File: config.mk
export PLATFORM = sky130hd
export DESIGN_NAME = add_arbiter
export DESIGN_NICKNAME = d
export VERILOG_FILES = /design/src/rtl/add_arbiter.sv
export SDC_FILE = /design/constraint.sdc
export NUM_CORES = 1
export LEC_CHECK = 0
export BUFFER_PORTS_ARGS = -buffer_cell sky130_fd_sc_hd__buf_4
export CORE_AREA = 2 2 160 162
export CTS_BUF_LIST = sky130_fd_sc_hd__clkbuf_4 sky130_fd_sc_hd__clkbuf_8
export DETAILED_ROUTE_END_ITERATION = 10
export DIE_AREA = 0 0 162 164
export GPL_TIMING_DRIVEN = 0
export MAX_ROUTING_LAYER = met4
export PLACE_DENSITY = 0.56
export SLEW_MARGIN = 20
export SYNTH_ARGS = -nofsm -noshare
export SYNTH_HDL_FRONTEND = slang
export SYNTH_SLANG_ARGS = --single-unit
File: constraint.sdc
create_clock -name clk -period 2 [get_ports clk]
set_input_delay 0.1 -clock clk [delete_from_list [all_inputs] [get_ports clk]]
set_output_delay 0.1 -clock clk [all_outputs]
set_load 0.02 [all_outputs]
File: src/rtl/add_arbiter.sv
// Round-robin scheduler sharing one self-timed adder among M clocked requesters.
// Define ADD_ARB_TIMEOUT_EN to bound WAIT with a TIMEOUT counter and a sticky fault.
module add_arbiter #(
    parameter int N       = 32,
    parameter int M       = 4,
    parameter int TIMEOUT = 255,
    localparam int IW     = (M > 1) ? $clog2(M) : 1
) (
    input  logic            clk,
    input  logic            rst_n,
    input  logic [M-1:0]    in_valid,
    output logic [M-1:0]    in_ready,
    input  logic [M*N-1:0]  in_x,
    input  logic [M*N-1:0]  in_y,
    input  logic [M-1:0]    in_cin,
    output logic            out_valid,
    output logic [IW-1:0]   out_id,
    output logic [N-1:0]    out_sum,
    output logic            out_cout,
    output logic            out_err,
    output logic            fault,
    output logic            add_req,
    input  logic            add_fin,
    output logic [N-1:0]    add_x,
    output logic [N-1:0]    add_y,
    output logic            add_cin,
    input  logic [N-1:0]    add_so,
    input  logic            add_couto
);

    typedef enum logic [2:0] {
        S_IDLE, S_SETUP, S_BLIND, S_WAIT, S_DONE, S_FAULT
    } state_t;

    state_t          state, state_nxt;
    logic [IW-1:0]   ptr, cur_id, gnt_id;
    logic            gnt_vld, accept, tmo;
    logic [IW:0]     idx;
    logic [1:0]      blind_cnt;
    logic            fin_s1, fin_s;
    logic [M-1:0]    one_hot;

    // The adder is never reset, so the synchronizer simply tracks add_fin.
    always_ff @(posedge clk) begin
        fin_s1 <= add_fin;
        fin_s  <= fin_s1;
    end

    // Later loop iterations are closer to ptr, so the nearest requester wins.
    always_comb begin
        gnt_vld = 1'b0;
        gnt_id  = '0;
        idx     = '0;
        for (int k = M - 1; k >= 0; k--) begin
            idx = {1'b0, ptr} + (IW+1)'(k);
            if (idx >= (IW+1)'(M)) idx = idx - (IW+1)'(M);
            if (in_valid[idx[IW-1:0]]) begin
                gnt_vld = 1'b1;
                gnt_id  = idx[IW-1:0];
            end
        end
    end

    // fin_s high in IDLE means the adder has drained any earlier operation.
    assign accept = (state == S_IDLE) && fin_s && gnt_vld;

    always_comb begin
        one_hot         = '0;
        one_hot[gnt_id] = accept;
    end
    assign in_ready = one_hot;

`ifdef ADD_ARB_TIMEOUT_EN
    localparam int CW = $clog2(TIMEOUT + 1);
    logic [CW-1:0] wait_cnt;

    assign tmo = (state == S_WAIT) && !fin_s && (wait_cnt == CW'(TIMEOUT - 1));
`else
    assign tmo     = 1'b0;
    assign out_err = 1'b0;
    assign fault   = 1'b0;
`endif

    always_comb begin
        state_nxt = state;
        unique case (state)
            S_IDLE:  if (accept) state_nxt = S_SETUP;
            S_SETUP: state_nxt = S_BLIND;
            S_BLIND: if (blind_cnt == 2'd2) state_nxt = S_WAIT;
            S_WAIT:  if (fin_s || tmo) state_nxt = S_DONE;
`ifdef ADD_ARB_TIMEOUT_EN
            S_DONE:  state_nxt = out_err ? S_FAULT : S_IDLE;
`else
            S_DONE:  state_nxt = S_IDLE;
`endif
            S_FAULT: state_nxt = S_FAULT;
            default: state_nxt = S_IDLE;
        endcase
    end

    always_ff @(posedge clk) begin
        if (!rst_n) begin
            state     <= S_IDLE;
            ptr       <= '0;
            cur_id    <= '0;
            blind_cnt <= '0;
            add_req   <= 1'b0;
            add_x     <= '0;
            add_y     <= '0;
            add_cin   <= 1'b0;
            out_valid <= 1'b0;
            out_id    <= '0;
            out_sum   <= '0;
            out_cout  <= 1'b0;
`ifdef ADD_ARB_TIMEOUT_EN
            wait_cnt  <= '0;
            out_err   <= 1'b0;
            fault     <= 1'b0;
`endif
        end else begin
            state     <= state_nxt;
            out_valid <= 1'b0;
            if (accept) begin
                add_x   <= in_x[gnt_id*N +: N];
                add_y   <= in_y[gnt_id*N +: N];
                add_cin <= in_cin[gnt_id];
                cur_id  <= gnt_id;
                ptr     <= (gnt_id == IW'(M - 1)) ? '0 : gnt_id + 1'b1;
            end
            if (state == S_SETUP) begin
                add_req   <= 1'b1;
                blind_cnt <= '0;
            end
            if (state == S_BLIND) blind_cnt <= blind_cnt + 2'd1;
            // Results are registered on the way into DONE so the strobe lands in DONE.
            if (state == S_WAIT && fin_s) begin
                add_req   <= 1'b0;
                out_valid <= 1'b1;
                out_id    <= cur_id;
                out_sum   <= add_so;
                out_cout  <= add_couto;
`ifdef ADD_ARB_TIMEOUT_EN
                out_err   <= 1'b0;
`endif
            end
`ifdef ADD_ARB_TIMEOUT_EN
            if (state == S_SETUP) wait_cnt <= '0;
            if (state == S_WAIT)  wait_cnt <= wait_cnt + 1'b1;
            if (tmo) begin
                add_req   <= 1'b0;
                out_valid <= 1'b1;
                out_id    <= cur_id;
                out_sum   <= '0;
                out_cout  <= 1'b0;
                out_err   <= 1'b1;
            end
            if (state == S_DONE && out_err) fault <= 1'b1;
`endif
        end
    end

endmodule
==> results.md, run 1 <==
Clocking:
- The CTS buffer count is 17.
- The number of buffers added to fix hold violations after cts is 275.
- The number of buffers inserted by post-CTS setup repair is 7.
- The tree built by TritonCTS fans out to ~110 sinks.
- In this run the clock root is driven by a sky130_fd_sc_hd__clkbuf_8.
- The number of buffers on the longest clock path is 2.
- In this run, post-CTS repair resized a total of 20 instances.
- The level count of the clock H-tree is 4.

Yosys:
- After technology mapping, the gate count stands at 598.
- In this run, synthesis produced a sequential element count of 113.
- The average cell area after synthesis is 10.1 sq um.
- Of all flip-flops after synthesis, the portion carrying an async set or reset was 0%.
- The sequential-to-total area share from yosys stat is 37.6%.
- The cell area that synthesis handed to floorplanning was 6020 sq um.
- The number of different library cells in the post-synthesis netlist is 39.
- For this run, the leading register cell type out of synthesis is sky130_fd_sc_hd__dfxtp_1.
- The number of enable-type register cells in the synthesized netlist is 0.
- The count of warnings emitted by yosys is 0.

Placement:
- The count of buffers added on input and output ports is 405.
- Once detailed placement completed, the half-perimeter wirelength came to 19900 um.
- The final weighted congestion in routability-driven placement is 0.796.

Floorplanning:
- The I/O pin total is 408.
- The effective utilization at floorplan is 24.2%.
- The die span in y is 164 um.
- The horizontal extent of the die is 162 um.
- The initialized floorplan defines 58 standard-cell rows.

Status:
- The last stage reached is 4_1_cts.
- The run stopped with a tool error.
- The first error in the log reads "[ERROR RSZ-0060] Max buffer count reached".
==> metrics by stage <==
step | worst slack (ns) | util (%) | area, sq um | TNS, ns | std cells
after detailed placement | -0.0135 | 38.2 | 9470 | -0.0135 | 1334
after floorplan | 0.219 | - | 6020 | 0 | 599
after global placement | 0.0358 | 38.2 | 9470 | 0 | 1334
==> synthesized netlist by cell type, drive strengths merged (3+ instances only) <==
cell type	n	area share [%]
a21boi	37	4.6
o21ai	6	0.50
clkbuf	11	0.77
nor2b	8	0.87
buf	42	5.3
mux2i	130	22
nor2	3	0.19
and3	4	0.50
a21oi	5	0.42
nor3	3	0.25
inv	4	0.25
nand2	142	8.9
and2	7	0.73
o221ai	65	15
dfxtp	113	38
==> cell families after synthesis <==
family                   Yosys count  synth area share [%]
adder cells (fa/ha/maj)            1                 0.208
other                              1                0.0623
AO/OA/AOI/OAI                    121                  21.5
flip-flops                       113                  37.6
XOR/XNOR                           1                 0.146
AND/OR/NAND/NOR                  174                  12.6
buffers and inverters             57                  6.28
multiplexers                     130                  21.6
==> run 2, diff against run 1 <==
==> config.mk (replaced) <==
export PLATFORM = sky130hd
export DESIGN_NAME = add_arbiter
export DESIGN_NICKNAME = d
export VERILOG_FILES = /design/src/rtl/add_arbiter.sv
export SDC_FILE = /design/constraint.sdc
export NUM_CORES = 1
export LEC_CHECK = 0
export BUFFER_PORTS_ARGS = -buffer_cell sky130_fd_sc_hd__buf_4
export CORE_MARGIN = 2
export CORE_UTILIZATION = 20
export DETAILED_ROUTE_END_ITERATION = 10
export GPL_TIMING_DRIVEN = 0
export PLACE_DENSITY_LB_ADDON = 0.15
export SLEW_MARGIN = 20
export SYNTH_ARGS = -nofsm -noshare
export SYNTH_HDL_FRONTEND = slang
export SYNTH_SLANG_ARGS = --single-unit
==> run 2 against run 1 <==
  * The flow now finishes without violations
  * Area after synthesis unchanged
  * Synthesized cell count stayed put
==> results.md, run 2 <==
Worst setup path:
- The critical path start-end classification is register to output port.
- Of all nets on the critical path, the largest fanout is 8.
- The worst setup path is launched from a register.
- The worst path required time is 1.90 ns.
- The slack of the worst reg-to-reg path is 0.15 ns.
- The depth of the worst register-to-register path is 9.
- The data arrival time at the worst-slack endpoint is 1.77 ns.
- In this run the worst setup path begins at ptr[0].
- The worst register-to-register path begins at ptr[0].
- The reg-to-reg endpoint is add_y[22].
- The endpoint class of the critical path is an output port.

Pwr:
- Net switching is 29.7% of the power.
- Combinational logic burns 30.6% of the power.
- The static leakage is 0.00520 uW.
- Of the total power, the clock network draws 38.9%.
- The relative contribution of sequential cells to total power is 30.5%.
- VDD sags by at most 0.413 mV.
- The switching power total is 2480 uW.
- For this design the ratio of total power to cell area is 712 nW/um^2.
- Cell internal power was estimated by the tool at 5880 uW.

Yosys:
- Of the total synthesized cell area, the portion taken by AND, OR, NAND and NOR gates is 12.6%.
- Yosys attributes the largest share of cell area to sky130_fd_sc_hd__dfxtp_1 (38%), sky130_fd_sc_hd__mux2i_1 (22%), sky130_fd_sc_hd__o221ai_2 (12%).
- In the synthesized netlist the async set-or-reset flop fraction comes to 0%.
- The synthesized design spends more area on one cell type than any other, namely sky130_fd_sc_hd__dfxtp_1.
- The average cell area after synthesis is just over 10 sq um.
- The number of different library cells in the post-synthesis netlist is 39.
- The cell count after synthesis came out at 598.
- During synthesis, Yosys emitted a total of 0 warnings.
- The post-synthesis share of cell area spent on full adders, half adders and majority gates is less than 1%.
- The synthesized netlist devotes between 20% and 30% of its cell area to compound gates.
- Of the post-synthesis cell area, the part taken by muxes is between 20% and 30%.
- The sequential-to-total area share from yosys stat is 37.6%.
- Yosys mapped a number of flops with a built-in enable equal to 0.
- After synthesis, the largest family of logic cells by area is multiplexers.
- The commonest cells after synthesis are sky130_fd_sc_hd__nand2_1 (141), sky130_fd_sc_hd__mux2i_1 (130), sky130_fd_sc_hd__dfxtp_1 (113), sky130_fd_sc_hd__o221ai_2 (50), sky130_fd_sc_hd__a21boi_0 (36).
- Summing the areas of all xor and xnor instances in the mapped netlist gives less than 1% of the synthesized area.
- The prevailing post-synth register cell is sky130_fd_sc_hd__dfxtp_1.
- The post-synthesis register bit count is 113.
- The area of the mapped netlist is 6020 sq um.
- sky130_fd_sc_hd__nand2_1 is the most common cell in the netlist.
- In this run the biggest area consumer among cell types represents 37.6% of the synthesized area.

STA:
- Setup repair after global routing left no endpoint under its margin.
- Across all setup checks in the final design, the least slack found is 0.125 ns.
- The tightest slew margin relative to the limit is 66.3%.
- The minimum clock period is 1.87 ns.
- The ratio of final minimum period to clock period is 93.7%.
- The final count of hold timing violations is 0.
- The clock arrives with 0.0103 ns of skew.
- The final max-slew violation count is 0.
- The pin slew with the least headroom to its limit is 0.505 ns.
- Static timing analysis puts the maximum clock frequency at 0.533 GHz.
- Setup violations remaining at the end of the flow were counted as 0.

Drt:
- The number of violations reported at the end of detailed-routing iteration 0 is 229.
- The detail route stage leaves a number of antenna-violating nets equal to 0.
- The routed length per instance is 17.1 um.
- The routed via count is 6613.
- The detailed-route vias per instance is 4.20.
- After detailed routing, the number of remaining DRC violations is 0.
- The total iterations of the first detailed-routing run is 4.
- The total routed wirelength is 27000 um.

Clocking:
- The H-tree was split into 4 levels.
- TritonCTS built the clock tree.
- The total number of clock tree sinks is ~110.
- The CTS buffer count is 17.
- The root buffer cell chosen for the clock tree is sky130_fd_sc_hd__clkbuf_16.
- The clock-pin transition on the worst setup and hold timing paths is approximately 0.060 ns.
- The number of buffers on the longest clock path is 2.
- The source-to-sink clock delay at the later pin of the worst-skew pair is 0.41 ns.

Final layout:
- The finished cells cover 11700 sq um.
- The count of filler cells inserted in the layout is 2981.
- The share of layout cells above drive strength 1 is about 48%.
- The post-layout net count is roughly 1500.
- The leading cell type in the layout, fill and taps excluded is sky130_fd_sc_hd__buf_4.
- The largest registers in the layout are add_x (32), add_y (32), out_sum (32).
- The top cell types in the final layout, fill and taps aside, are sky130_fd_sc_hd__buf_4 (427), sky130_fd_sc_hd__nand2_1 (140), sky130_fd_sc_hd__dlygate4sd3_1 (138).
- Once layout is complete, the cells apart from fillers number 1575.
- The signed area change from the synthesized netlist to the final layout is 95.2%.

Floorplanning:
- The overall die area is 31500 sq um.
- The effective utilization at floorplan is 20.3%.
- The die is 177 um wide.
- The total area inside the core boundary comes to 29600 sq um.
- The total number of placement rows is 63.
- The I/O pin total is 408.
- The die span in y is 177 um.

Global route:
- The met2 layer usage reported by global route is 29.9%.
- In the global route stage, overall resource usage came out at between 10% and 20%.
- The layer flagged by global routing as most heavily used is met2.
- Global routing finished with a remaining overflow of 0.
- The largest net degree at the start of global routing is 17.
- The via count of the first global-routing pass was approximately 6800.
- In the global route stage, met1 resource usage came out at between 10% and 20%.
- Global routing consumed, on the met3 layer, around 7.1% of the routing resources.
- The initial antenna violation count is 4.
- The first global-routing pass estimated 39700 um of wire.

Placement:
- Once placement finished, the instance area stood at 9550 sq um.
- The post-detailed-placement half-perimeter wirelength is a little over 20000 um.
- In this run the tool buffered the top-level ports with roughly 410 buffer cells.
- The final weighted congestion in routability-driven placement is 0.773.
- The number of placed instances, taps included, is roughly 1400.
- The worst slack at placement is -0.0845 ns.

Min path:
- The path class of the tightest hold or removal check is input pin to register.
- For hold timing, the worst endpoint is add_x[30].
- The number of cells on the worst hold path is 3.
- The startpoint identified for the worst hold timing path is in_x[94].

Status:
- The run finished with clean final reports.

Flow run:
- Max-cap violations in this run came to 0.
[run 2: per-layer routing]
layer  routed length (um)  up-vias  share of wire, %
met5                   32        -              0.12
met4                  302        4               1.1
met3                 2680       22                10
met2                13700      245                51
met1                10200     3023                38
li1                     -     3319                 -
[run 2: cell type report]
cell class / instances / area, sq um / area share, %
well taps: 390 / 488 / 4.16
flip-flops and latches: 113 / 2270 / 19.3
inverters: 4 / 15.0 / 0.128
repair buffers: 555 / 4520 / 38.5
multi-input cells: 429 / 3440 / 29.3
diodes: 2 / 5.00 / 0.0426
plain buffers: 50 / 380 / 3.24
clock inverters: 12 / 158 / 1.34
clock buffers: 20 / 467 / 3.97
[run 2: power by group through the flow]
stage	combinational, uW	sequential (uW)	clock [uW]
floorplan	1020	2790	0
global placement	2280	2580	0
detailed placement	2280	2590	0
CTS	2600	2540	3350
global route	2750	2570	3450
finish	2560	2550	3250
[run 2: logic make-up (layout without fill, tap and decap cells)]
logic type / after synthesis / after routing
and+or+nand+nor: 174 / 174
muxes: 130 / 130
AOI/OAI and AO/OA: 121 / 121
DFF: 113 / 113
buffers and inverters: 57 / 641
adders and majority gates: 1 / 1
other: 1 / 4
xor gates and xnor gates: 1 / 1
[run 2: what timing repair did]
item | in CTS | in global routing
hold buffers | 138 | 0
endpoints found under the setup margin | 31 | 60
gates resized for setup | 21 | 20
buffers inserted | 8 | 4
pin swaps | 1 | 7
gates cloned | 0 | 0
endpoints found under the hold margin | 79 | 0
[run 2: worst max-delay path by stage]
stage	to	slack, ns	cells after the start
floorplan	in_ready[0]	0.22	7
finish	in_ready[0]	0.13	7
CTS	add_y[31]	0.01	8
global placement	add_y[29]	-0.11	7
global route	in_ready[0]	0.004	7
detailed placement	add_y[31]	-0.08	6
[run 2: worst max-delay path, cell delays in order, from the launching register on]
cell                      delay (ns)
sky130_fd_sc_hd__dfxtp_4        0.36
sky130_fd_sc_hd__nor2b_4        0.14
sky130_fd_sc_hd__buf_6          0.11
sky130_fd_sc_hd__buf_4          0.09
sky130_fd_sc_hd__nor2_2         0.04
sky130_fd_sc_hd__o32ai_4        0.22
sky130_fd_sc_hd__nor3b_2        0.24
sky130_fd_sc_hd__buf_4          0.17
[run 2: metrics by stage]
| stage | power (uW) | setup TNS (ns) | hold slack (ns) | util [%] |
|---|---|---|---|---|
| final | 8360 | 0 | 0.0117 | 39.6 |
| after global routing | 8770 | 0 | 0.00345 | 39.6 |
| after CTS | 8490 | 0 | 0.000398 | 39.5 |
| after detailed placement | 4870 | -0.530 | 0.213 | 32.2 |
| after global placement | 4860 | -0.584 | 0.211 | 32.2 |
| after floorplan | 3810 | 0 | 0.128 | - |
(Power assumes the default switching activity.)
==> run 3, diff against run 2 <==
--- a/config.mk
+++ b/config.mk
@@ -5,12 +5,13 @@
 export SDC_FILE = /design/constraint.sdc
 export NUM_CORES = 1
 export LEC_CHECK = 0
-export BUFFER_PORTS_ARGS = -buffer_cell sky130_fd_sc_hd__buf_4
+export ABC_CLOCK_PERIOD_IN_PS = 2000
+export BUFFER_PORTS_ARGS = -buffer_cell sky130_fd_sc_hd__buf_2
 export CORE_MARGIN = 2
 export CORE_UTILIZATION = 20
 export DETAILED_ROUTE_END_ITERATION = 10
 export GPL_TIMING_DRIVEN = 0
-export PLACE_DENSITY_LB_ADDON = 0.15
+export PLACE_DENSITY = 0.54
 export SLEW_MARGIN = 20
 export SYNTH_ARGS = -nofsm -noshare
 export SYNTH_HDL_FRONTEND = slang
==> run 3 against run 2 <==
  * Critical path depth up 1
  * Critical endpoint unchanged
  * Non-clock buffer count increased by 7
  * Sequential power is essentially flat
  * Design area is 8.1% lower
  * Worst hold slack better by 0.0067 ns
  * Setup slack worse by 0.082 ns
  * Clock skew increased by 0.0052 ns
  * Fmax fell by 4.2%
  * Count of clock-buffer cells in the layout decreased by 3
  * Core utilization is 3.2 points lower
  * First-iteration DRC count fell by 10%
  * Via count grew 3.0%
==> results.md, run 3 (same netlist as run 2, synthesis figures left out) <==
Floorplanning:
- The effective utilization at floorplan is 20.3%.
- The die covers around 31000 sq um.
- The horizontal extent of the die is ~180 um.
- The floorplan step set the die height to 177 um.
- The core region is 29600 sq um.
- The total number of placement rows is 63.
- The I/O pin total is 408.

Pwr:
- For this design the ratio of total power to cell area is 732 nW/um^2.
- The static leakage is 0.00495 uW.
- IR analysis of the VDD net gives a maximum drop of slightly above 0.6 mV.

Final layout:
- The largest registers in the layout are add_x (32), add_y (32), out_sum (32).
- The area of the multi-input gates is about 3500 sq um.
- Of the cells placed in the final design, the portion with a size suffix greater than 1 is 47.6%.
- Compared with the post-synthesis result, the final layout area differs by 79.3%.
- In the layout the commonest cells are sky130_fd_sc_hd__buf_2 (416), sky130_fd_sc_hd__dlygate4sd3_1 (143), sky130_fd_sc_hd__nand2_1 (140).
- The leading cell type in the layout, fill and taps excluded is sky130_fd_sc_hd__buf_2.
- The post-layout net count is ~1500.
- Across the whole layout, storage elements account for 2270 sq um.
- The final instance count without filler cells is roughly 1600.
- Counting the fill cells in the layout gives approximately 3000.
- The utilization after layout is 36.4%.
- The area of all placed cells without fillers is 10800 sq um.

Worst setup path:
- Along the worst path, the maximum fanout reaches 6.
- For the worst flop-to-flop path, the logic depth is 7.
- The category of the worst setup path launch point is a register.
- The worst setup path is of the register to output port kind.
- The worst path required time is around 1.9 ns.
- STA classifies the critical path endpoint as an output port.
- The data arrival time at the worst-slack endpoint is 1.86 ns.

Drt:
- The routed length per instance is 16.7 um.
- The total routed wirelength is 26400 um.
- The number of violations reported at the end of detailed-routing iteration 0 is 206.
- The detailed-route vias per instance is 4.30.
- The routed layout has between 6000 and 7000 vias.
- The post-detailed-route count of antenna-violating nets is 0.
- The total iterations of the first detailed-routing run is 6.
- In the routed design, unresolved DRC markers number 0.

Global route:
- The initial antenna violation count is 3.
- The overall global routing resource usage is about 16%.
- The global-route congestion overflow total is 0.
- Entering global routing, the biggest net connects 17 pins.
- The first global-routing pass estimated between 30000 and 40000 um of wire.
- The via count of the first global-routing pass came to 6929.

Flow run:
- The number of max-cap violations is 0.

Placement:
- During placement, the flow inserted port buffers numbering slightly above 400.
- Including well taps, the total number of placed cells is between 1000 and 1500.
- The congestion estimate from routability-driven global placement came to 0.795.
- Once detailed placement completed, the half-perimeter wirelength came to 19300 um.
- Once placement finished, the instance area stood at 8540 sq um.

Clocking:
- CTS placed an instance of sky130_fd_sc_hd__clkbuf_16 at the clock tree root.
- The CTS buffer count is 17.
- The clock passes through at most 2 buffers.
- CTS saw 113 sinks.
- The later pin in the worst-skew pair is clocked with a latency of 0.41 ns.
- The clock-pin transition on the worst setup and hold timing paths is 0.06 ns.
- The level count of the clock H-tree is 4.
- TritonCTS built the clock tree.

STA:
- The final max-slew violation count was 0.
- The final count of hold timing violations was 0.
- Setup violations remaining at the end of the flow were counted as 0.
- The worst setup skew after layout is 0.0156 ns.
- In the finished design, the share of the clock period the worst path needs comes to 97.8%.
- Setup repair after global routing could not meet its margin everywhere.
- After layout, the minimum clock period comes to 1.96 ns.
- The maximum frequency from static timing analysis is a little over 0.5 GHz.

Status:
- The run finished with clean final reports.

Min path:
- The worst hold path belongs to the class input pin to register.
- Counting instances, the worst hold path has a depth of 3.
## run 3: cell count changes in the layout (fill, tap and decap cells not counted), sizes merged
cell and change:
buf +2, bufinv -2, clkbuf -3, clkinv -3, clkinvlp -1, diode +1, dlygate4sd3 +5, inv +9
## run 3: layout make-up
| cell class | instances | share of cell area [%] |
|---|---|---|
| well taps | 390 | 4.52 |
| clock buffers | 17 | 3.94 |
| diodes | 3 | 0.0696 |
| multi-input cells | 429 | 32.0 |
| plain buffers | 52 | 3.78 |
| flip-flops and latches | 113 | 21.0 |
| inverters | 4 | 0.139 |
| repair buffers | 560 | 33.1 |
| clock inverters | 15 | 1.35 |
## run 3: path summary, 6_finish.rpt
| path | slack (ns) | from | end |
|---|---|---|---|
| max | 0.04 | ptr[0] | in_ready[0] |
| min | 0.02 | in_y[98] | add_y[2] |
| max reg2reg | 0.11 | ptr[1] | add_x[31] |
| min reg2reg | 0.34 | fin_s1 | fin_s |
## run 3: metal layers
layer  track usage (%)  wire length, um
met1              16.7            10300
met2              29.1            13400
met3              5.01             2060
met4              5.53              653
met5                 0                0
## run 3: through the flow
step	power [uW]	setup WS, ns	setup TNS [ns]	hold slack (ns)
floorplan	3810	0.219	0	0.128
global placement	4580	-0.0262	-0.0380	0.205
detailed placement	4600	-0.0945	-0.361	0.209
CTS	7990	0.00786	0	0.000150
global route	8310	-0.0668	-0.242	0.00517
finish	7900	0.0430	0	0.0185
## run 3: power by group
group          internal [uW]  switching, uW
combinational           1150           1200
sequential              2440            103
clock                   1750           1260
## run 3: timing repair
action / CTS / global route
pin swaps: 1 / 5
resized for setup: 18 / 23
endpoints found under the hold margin: 80 / 1
setup endpoints to repair: 34 / 59
cloned: 0 / 0
hold buffers: 142 / 1
buffers inserted: 9 / 3
## run 3: worst max-delay path, cell delays in order, from the launching register on
cell and delay, ns:
sky130_fd_sc_hd__dfxtp_4 0.36, sky130_fd_sc_hd__nor2b_4 0.14, sky130_fd_sc_hd__nor3_4 0.04, sky130_fd_sc_hd__o22a_1 0.19
sky130_fd_sc_hd__buf_6 0.13, sky130_fd_sc_hd__buf_12 0.12, sky130_fd_sc_hd__buf_12 0.13, sky130_fd_sc_hd__nor3b_2 0.16
sky130_fd_sc_hd__buf_4 0.17
==> run 4, diff against run 3 <==
--- a/config.mk
+++ b/config.mk
@@ -5,13 +5,14 @@
 export SDC_FILE = /design/constraint.sdc
 export NUM_CORES = 1
 export LEC_CHECK = 0
-export ABC_CLOCK_PERIOD_IN_PS = 2000
+export ABC_CLOCK_PERIOD_IN_PS = 2310
 export BUFFER_PORTS_ARGS = -buffer_cell sky130_fd_sc_hd__buf_2
 export CORE_MARGIN = 2
 export CORE_UTILIZATION = 20
 export DETAILED_ROUTE_END_ITERATION = 10
 export GPL_TIMING_DRIVEN = 0
 export PLACE_DENSITY = 0.54
+export REMOVE_ABC_BUFFERS = 1
 export SLEW_MARGIN = 20
 export SYNTH_ARGS = -nofsm -noshare
 export SYNTH_HDL_FRONTEND = slang
==> constraint.sdc (replaced) <==
create_clock -name clk -period 2.31 [get_ports clk]
set_input_delay 0.1155 -clock clk [delete_from_list [all_inputs] [get_ports clk]]
set_output_delay 0.1155 -clock clk [all_outputs]
set_load 0.02 [all_outputs]
==> run 4 against run 3 <==
  * Combinational power down 19%
  * Count of clock-buffer cells in the layout up 5
  * Clock skew up 0.00058 ns
  * First-iteration DRC count down 15%
  * Largest cell class unchanged
==> results.md, run 4 (same netlist as run 2, synthesis figures left out) <==
Status:
- The flow ran to the end, and the final reports show no timing, DRC or antenna violations.

Global route:
- The via count of the first global-routing pass is 6843.
- The first global-routing pass estimated between 30000 and 40000 um of wire.
- The initial antenna violation count is 0.
- The overall global routing resource usage is 14.2%.
- Entering global routing, the biggest net connects approximately 50 pins.
- The global-route congestion overflow total is 0.

Worst setup path:
- The launching point of the worst reg2reg path is ptr[0].
- The endpoint class of the critical path is an output port.
- The depth of the worst register-to-register path is 7.
- STA puts the critical path data arrival time at 2.07 ns.
- The category of the worst setup path launch point is a register.
- By startpoint and endpoint, the worst setup path is classified as register to output port.
- The endpoint identified for the worst register-to-register timing path is add_x[10].
- The maximum fanout along the worst path is 45.
- Across all register-to-register paths, the minimum setup slack is 0.17 ns.
- The worst path required time is 2.19 ns.

Pwr:
- The worst voltage drop across the vdd grid is 0.426 mV.
- The power density relative to cell area is 643 nW/um^2.
- The internal power consumption is 4760 uW.
- The part of the power in combinational logic is between 20% and 30%.
- In this run the power spent charging and discharging nets is 2030 uW.
- Net switching is 29.8% of the power.
- Of the total power, registers draw 32.5%.
- The clock network fraction of total power is between 30% and 40%.
- In this run the static leakage power is 0.00480 uW.

STA:
- For the pin with the worst max-slew slack, the measured transition is 0.768 ns.
- Setup violations remaining at the end of the flow were counted as 0.
- The final count of hold timing violations is 0.
- Static timing analysis puts the maximum clock frequency at roughly 0.46 GHz.
- Setup repair after global routing left no endpoint under its margin.
- The least setup slack across all paths after layout is 0.127 ns.
- Dividing the final minimum period by the clock period gives 94.5%.
- The minimum clock period is about 2.2 ns.
- Measured against its own limit, the worst slew margin works out to roughly half.
- The worst setup skew after layout is 0.0161 ns.
- The final max-slew violation count is 0.

Placement:
- The number of port buffers is 405.
- The final weighted congestion in routability-driven placement is between 0.7 and 0.8.
- The post-detailed-placement half-perimeter wirelength is 16700 um.
- The number of placed instances, taps included, is 1348.
- The worst slack at placement is around 0.061 ns.

Floorplanning:
- The I/O pin total is 408.
- The die span in y is 177 um.
- The initialized floorplan defines 63 standard-cell rows.
- The horizontal extent of the die is 177 um.
- The overall die area is 31500 sq um.
- The core area is 29600 sq um.
- The effective utilization at floorplan is just over 20%.

Final layout:
- Counting the fill cells in the layout gives ~3000.
- The largest registers in the layout are add_x (32), add_y (32), out_sum (32).
- The area of the multi-input gates is 3430 sq um.
- The top cell types in the final layout, fill and taps aside, are sky130_fd_sc_hd__buf_2 (405), sky130_fd_sc_hd__dlygate4sd3_1 (150), sky130_fd_sc_hd__nand2_1 (140).
- Relative to the synthesized area, the layout overhead comes to 75.4%.
- The number of antenna cells inserted is 0.
- Summing all flip-flop and latch instances after layout gives 2260 sq um.
- The post-layout net count is about 1400.
- Leaving out fill and tap cells, the most frequent cell in the layout is sky130_fd_sc_hd__buf_2.
- The final instance count without filler cells is 1535.
- The share of layout cells above drive strength 1 is 44.6%.
- The utilization after layout is a little over a third.

Drt:
- The total iterations of the first detailed-routing run is 4.
- The routed length per instance is 15.8 um.
- The routed layout has 6614 vias.
- The detailed router finished its first iteration with 176 violations.
- Using the TritonRoute via totals, the vias-per-cell ratio works out to 4.31.
- The total routed wirelength is 24300 um.
- The post-route DRC violation count is 0.
- The post-detailed-route count of antenna-violating nets is 0.

Flow run:
- Max-cap violations in this run came to 0.

Clocking:
- CTS saw 113 sinks.
- The H-tree was split into 4 levels.
- The later pin in the worst-skew pair is clocked with a latency of between 0.4 and 0.5 ns.
- Counting the buffers created by CTS gives 17.
- After clock tree synthesis, the clock-pin slew on the worst setup and hold paths is around 0.060 ns.
- The clock tree root buffer cell is sky130_fd_sc_hd__clkbuf_16.
- The TritonCTS clock tree is yes.
- The longest clock path from root to sink contains 2 buffers.

Min path:
- In this run the most critical hold path is launched from in_y[73].
- The terminating pin of the worst hold path is add_y[9].
- The number of cells on the worst hold path is 3.
- The worst hold path belongs to the class input pin to register.
[run 4: cell types whose count changed in the layout (fill, tap and decap cells not counted), sizes merged, moves of 3 or more]
cell	previous run	this run
diode	3	0
inv	13	4
buf	458	416
dlygate4sd3	143	150
clkbuf	28	23
clkinv	3	6
[run 4: worst max path at each step]
stage                     cells past startpoint   start     endpoint  slack [ns]
after floorplan                               4  ptr[1]      add_cin       -3.41
final                                         6  ptr[0]  in_ready[1]        0.13
after global placement                        4  ptr[1]     add_x[7]       -5.78
after detailed placement                      6  ptr[1]    add_x[17]        0.06
after CTS                                     6  ptr[1]    add_x[17]        0.04
after global routing                          5  ptr[1]  in_ready[1]       0.003
[run 4: critical path, cell delays in order, from the launching register on]
cell	delay, ns
sky130_fd_sc_hd__dfxtp_1	0.38
sky130_fd_sc_hd__nor2b_2	0.08
sky130_fd_sc_hd__nor3b_1	0.24
sky130_fd_sc_hd__o22a_4	0.27
sky130_fd_sc_hd__buf_16	0.28
sky130_fd_sc_hd__and3_1	0.20
sky130_fd_sc_hd__buf_2	0.16
[run 4: final cells by class]
class / count / area share, %
clock inverters: 9 / 0.996
repair buffers: 567 / 35.6
well taps: 390 / 4.62
inverters: 4 / 0.142
multi-input cells: 430 / 32.5
clock buffers: 22 / 4.68
flip-flops and latches: 113 / 21.4
[run 4: power groups by stage]
stage	logic, uW	registers [uW]	clock network, uW
2_1_floorplan	943	2420	0
3_3_place_gp	1780	2240	0
3_5_place_dp	1650	2240	0
4_1_cts	1850	2200	2800
5_1_grt	2030	2220	2870
6_report	1900	2210	2690
[run 4: what timing repair did]
action	4_1_cts	5_1_grt
buffers inserted	0	4
setup endpoints to repair	0	10
gates resized for setup	0	1
endpoints found under the hold margin	81	0
hold buffers	150	0
[run 4: metal layers]
metal  GRT usage [%]  vias to the layer above  wire length, um
met4            5.33                        0              490
met2            26.9                      275            12700
met3            4.37                       30             1810
li1                -                     3251                -
met1            14.4                     3058             9360
met5               0                        -                0
[run 4: stage by stage]
step	total power (uW)	setup TNS, ns	hold slack [ns]	cell area, sq um
finish	6790	0	0.0171	10600
CTS	6850	0	0.000221	10500
global route	7120	0	0.0108	10600
detailed placement	3890	0	0.221	8380
global placement	4020	-354.10	0.219	8170
floorplan	3370	-243.41	0.143	5660
